`config.mk`:
```
export PLATFORM = sky130hd
export DESIGN_NAME = mem_arbiter
export DESIGN_NICKNAME = d
export VERILOG_FILES = /design/src/rtl/mem_arbiter.sv
export SDC_FILE = /design/constraint.sdc
export NUM_CORES = 1
export LEC_CHECK = 0
export CAP_MARGIN = 20
export CORE_ASPECT_RATIO = 0.7
export CORE_MARGIN = 2
export CORE_UTILIZATION = 42
export CTS_CLUSTER_SIZE = 25
export DETAILED_ROUTE_END_ITERATION = 8
export PLACE_DENSITY = 0.85
export SETUP_SLACK_MARGIN = 0.15
export SYNTH_ARGS = -nofsm -noshare
export SYNTH_HDL_FRONTEND = slang
export SYNTH_SLANG_ARGS = --single-unit
```
`constraint.sdc`:
```
create_clock -name clk_i -period 4.2 [get_ports clk_i]
set_input_delay 0.84 -clock clk_i [delete_from_list [all_inputs] [get_ports clk_i]]
set_output_delay 0.84 -clock clk_i [all_outputs]
set_load 0.05 [all_outputs]
```
`src/rtl/mem_arbiter.sv`:
```
// mem_arbiter: shares one single-port memory between the core control FSM
// (port 0) and the program loader / debug port (port 1). One transaction is
// registered onto the memory strobes at a time. Reads wait RD_LAT cycles for
// the memory, then return data with a one-cycle ack to the owning port.
// Optional feature macro: MEM_ARB_ROUND_ROBIN_EN. When it is defined, ties
// alternate between the two ports. When it is not defined, port 0 has fixed
// priority.
module mem_arbiter #(
  parameter int ADDR_W = 10,
  parameter int RD_LAT = 1
) (
  input  logic              clk_i,
  input  logic              rst_i,
  input  logic [1:0]        req_i,
  input  logic [1:0]        we_i,
  input  logic [ADDR_W-1:0] addr0_i,
  input  logic [ADDR_W-1:0] addr1_i,
  input  logic [31:0]       wdata0_i,
  input  logic [31:0]       wdata1_i,
  output logic [1:0]        ack_o,
  output logic [31:0]       rdata_o,
  output logic              busy_o,
  output logic              owner_o,
  output logic [ADDR_W-1:0] addr_o,
  output logic              wr_en_o,
  output logic              rd_en_o,
  output logic [31:0]       mem_data_o,
  input  logic [31:0]       mem_data_i
);

  typedef enum logic [1:0] {
    IDLE  = 2'd0,
    ISSUE = 2'd1,
    WAIT  = 2'd2,
    DONE  = 2'd3
  } state_t;

  localparam logic [2:0] LAT_C = 3'(RD_LAT);

  state_t     state_r;
  logic [2:0] cnt_r;
  logic       grant_s;
`ifdef MEM_ARB_ROUND_ROBIN_EN
  logic       last_r;
`endif

  // Pick the port to grant from the current requests; only a tie needs policy.
  always_comb begin
    grant_s = 1'b0;
    case (req_i)
      2'b01:   grant_s = 1'b0;
      2'b10:   grant_s = 1'b1;
`ifdef MEM_ARB_ROUND_ROBIN_EN
      2'b11:   grant_s = ~last_r;
`else
      2'b11:   grant_s = 1'b0;
`endif
      default: grant_s = 1'b0;
    endcase
  end

  // Transaction FSM: every output is a register, so the strobes, ack and
  // busy flag are all set one state ahead.
  always_ff @(posedge clk_i) begin
    if (rst_i) begin
      state_r    <= IDLE;
      cnt_r      <= 3'd0;
      ack_o      <= 2'b00;
      rdata_o    <= 32'd0;
      busy_o     <= 1'b0;
      owner_o    <= 1'b0;
      addr_o     <= {ADDR_W{1'b0}};
      wr_en_o    <= 1'b0;
      rd_en_o    <= 1'b0;
      mem_data_o <= 32'd0;
`ifdef MEM_ARB_ROUND_ROBIN_EN
      last_r     <= 1'b1;
`endif
    end else begin
      case (state_r)
        IDLE: begin
          ack_o <= 2'b00;
          if (|req_i) begin
            state_r    <= ISSUE;
            busy_o     <= 1'b1;
            owner_o    <= grant_s;
            addr_o     <= grant_s ? addr1_i : addr0_i;
            mem_data_o <= grant_s ? wdata1_i : wdata0_i;
            wr_en_o    <= we_i[grant_s];
            rd_en_o    <= ~we_i[grant_s];
`ifdef MEM_ARB_ROUND_ROBIN_EN
            last_r     <= grant_s;
`endif
          end
        end
        ISSUE: begin
          wr_en_o <= 1'b0;
          rd_en_o <= 1'b0;
          if (wr_en_o) begin
            state_r <= DONE;
            ack_o   <= owner_o ? 2'b10 : 2'b01;
          end else begin
            cnt_r   <= LAT_C;
            state_r <= WAIT;
          end
        end
        WAIT: begin
          cnt_r <= cnt_r - 3'd1;
          // The memory presents data in the last counted cycle.
          if (cnt_r == 3'd1) begin
            rdata_o <= mem_data_i;
            state_r <= DONE;
            ack_o   <= owner_o ? 2'b10 : 2'b01;
          end
        end
        DONE: begin
          ack_o   <= 2'b00;
          busy_o  <= 1'b0;
          state_r <= IDLE;
        end
        default: begin
          state_r <= IDLE;
          ack_o   <= 2'b00;
          busy_o  <= 1'b0;
          wr_en_o <= 1'b0;
          rd_en_o <= 1'b0;
        end
      endcase
    end
  end

endmodule
```
==> metrics.txt <==
# fillers around 660; Synth Area in XOR/XNOR 0; cell area after layout around 6000 um^2; Worst IR Drop VDD around 340 uV; ANT cells 0; die area around 9500 um^2; worst slew pin tran 1.017 ns; routed vias/inst just under 5; final setup fails 0; Area growth syn-to-layout 65.06%; Core Region between 8000 and 9000 um^2; site row count 28; Detail Route Antenna Nets 0; clk_lat worst skew between 0.3 and 0.4 ns; Port Buffers around 200; clock share of power 0.244; fraction of layout cells with a size suffix above 1 0.04209; Synth Area in Simple Gates 0.1528; TritonCTS Buffers 9; Tmin final roughly 2.5 ns; register bit total from synthesis 85; Final Cycle Share 0.6052; Total Power 3866 uW; PostCTS Resize Cnt 0; Mapped Avg Cell Area between 9 and 10 um^2; # hold bufs at CTS 0; Int Power roughly 2300 uW; mux contribution to synthesized area 0.1286; Net Sw Frac 0.4029; clk_skew 0.006210 ns; Power Density 638.7 nW/um^2; H-Tree Level Count 3; Finished Layout Cells 714; commonest non-fill, non-tap cell in the layout clkdlybuf4s50_1; status completed; CTS root buf clkbuf_16; Flop pwr share 0.293; Total GRT Usage 0.2221; Slew Limit Fails 0; DR pass1 iterations 4; placed cell count between 600 and 700; Worst path max stage delay between 0.5 and 0.6 ns; initial antenna violation count 0; Arr. time, crit path approximately 2.7 ns; Reg clk slew, reported paths roughly 0.060 ns; clk buf depth 2; register area share after synthesis 0.4640; detailed placer's ending HPWL between 7 and 8 mm; DP Area between 5000 and 6000 um^2; WL final just over 10 mm; maximum fanout along the worst path 21; YS warnings 0; critical path buffer and inverter count 2; Cell variety after synth 31; die width between 100 and 150 um; Max Cap Violations 0; Hold WC Path Type register to register; routability cong. roughly 0.74; vias in the first global route 3561; Synth Area in Adders 0.02388; Slew headroom 0.3220; Final #Nets approximately 720; Initial Util 0.4326; crit-path cells clkdlybuf4s50_1 > nand2b_2 > buf_4 > mux2i_1 > a211oi_1; Synth Area in Compound Gates 0.1644; Critical-path top delay cell nand2b_2; DRT iter0 DRCs approximately 150; TritonCTS Sinks between 80 and 90; Peak Freq ~390 MHz; Die Y-Extent between 80 and 90 um; critical path's top delay family buffers and inverters; I/O pin total ~200; Synth Instances approximately 400; first-pass GRT wire length 16.46 mm; GR Overflow Total 0; CTS tree done; DR vias about 3500; RSZ-0062 raised after global routing no; setup TNS 0 ns; final hold vios 0; Combinational Power Share 0.463; P_sw between 1500 and 2000 uW; largest family of logic cells by synthesized area compound AO/OA/AOI/OAI gates; CP required about 4.4 ns; Synthesized Nets approximately 530; LEAKAGE 0.002390 uW; area of the mapped netlist about 3700 um^2; DRC violations left 0; largest net degree at the start of global routing 58; Worst Setup End Kind register; Post-CTS Setup Inserts 0; critical path type input port to register; Critical Path Start Type input port; DR WL/cell about 14 um; commonest non-fill, non-tap cells in the layout clkdlybuf4s50_1 (200), dfxtp_1 (85), nand2_1 (66)
-- worst paths after layout --
kind,startpoint,to,slack [ns],cells past startpoint
setup / recovery,req_i[0],mem_data_o[14]$_SDFFE_PP0P_,1.66,5
hold / removal,rdata_o[28]$_SDFFE_PP0P_,rdata_o[28]$_SDFFE_PP0P_,0.45,2
setup reg to reg,state_r[0]$_SDFFE_PP0P_,mem_data_o[14]$_SDFFE_PP0P_,2.01,6
hold reg to reg,rdata_o[28]$_SDFFE_PP0P_,rdata_o[28]$_SDFFE_PP0P_,0.45,2
-- worst min-delay path, stage by stage, from the launching register on --
cell,delay [ns]
dfxtp_1,0.31
nand2_1,0.05
a21oi_1,0.05
-- final cells by class --
cell class	instances	area (um^2)	share of cell area
clock buffer	12	236.5	0.03907
timing repair buffer	208	2100	0.3468
sequential	85	1702	0.2811
clock inverter	4	120.1	0.01984
inverter	6	22.52	0.003721
tap	120	150.1	0.02480
multi-input combinational	279	1723	0.2846
-- through the flow --
stage	util	setup slack (ns)	hold slack, ns
after detailed placement	0.6687	1.308	0.4460
after floorplan	-	2.508	0.4496
final	0.7140	1.658	0.4522
after global placement	0.6654	1.406	0.4414
after CTS	0.7107	1.663	0.4540
after global routing	0.7140	1.517	0.4737
-- power groups by stage --
stage	clock network, uW	logic (uW)	registers (uW)
finish	944	1790	1130
global route	1000	1910	1160
CTS	965	1800	1140
detailed placement	0	1790	1150
global placement	0	1740	1140
floorplan	0	536	1790
-- synth_stat cells, drive strengths merged --
cell type / number / share of area
a211oi: 44 / 0.090
mux2: 1 / 0.0031
and2: 1 / 0.0017
nor2: 47 / 0.048
o21ai: 4 / 0.0055
inv: 6 / 0.0061
dfxtp: 85 / 0.46
nor2b: 3 / 0.0051
o32ai: 2 / 0.0048
nand2b: 8 / 0.014
and3b: 1 / 0.0024
o21a: 2 / 0.0044
a211o: 1 / 0.0024
a311oi: 1 / 0.0024
or3: 1 / 0.0017
a22oi: 1 / 0.0020
or3b: 1 / 0.0024
nand2: 66 / 0.068
a21oi: 37 / 0.050
buf: 17 / 0.045
ha: 7 / 0.024
clkbuf: 15 / 0.015
a2111oi: 1 / 0.0024
nand3b: 3 / 0.0061
nor3b: 1 / 0.0034
mux2i: 46 / 0.13
-- logic make-up after synthesis --
group,Yosys count
adder cells (fa/ha/maj),7
flip-flops,85
AND/OR/NAND/NOR,132
buffers and inverters,38
AO/OA/AOI/OAI,93
multiplexers,47
-- sequential cells by signal, summed over array words and instances (netlist names), 2 cells and up --
| name | cells |
|---|---|
| cnt_r | 3 |
| state_r | 2 |
| addr_o | 10 |
| rdata_o | 32 |
| mem_data_o | 32 |
| ack_o | 2 |
-- per-layer routing --
metal | GRT usage | part of all wire | wire (um)
met5 | 0 | 0 | 0
met4 | 0.07024 | 0.011 | 112
met3 | 0.08759 | 0.087 | 901
met2 | 0.4029 | 0.51 | 5228
met1 | 0.2411 | 0.40 | 4084
(Power assumes the default switching activity.)
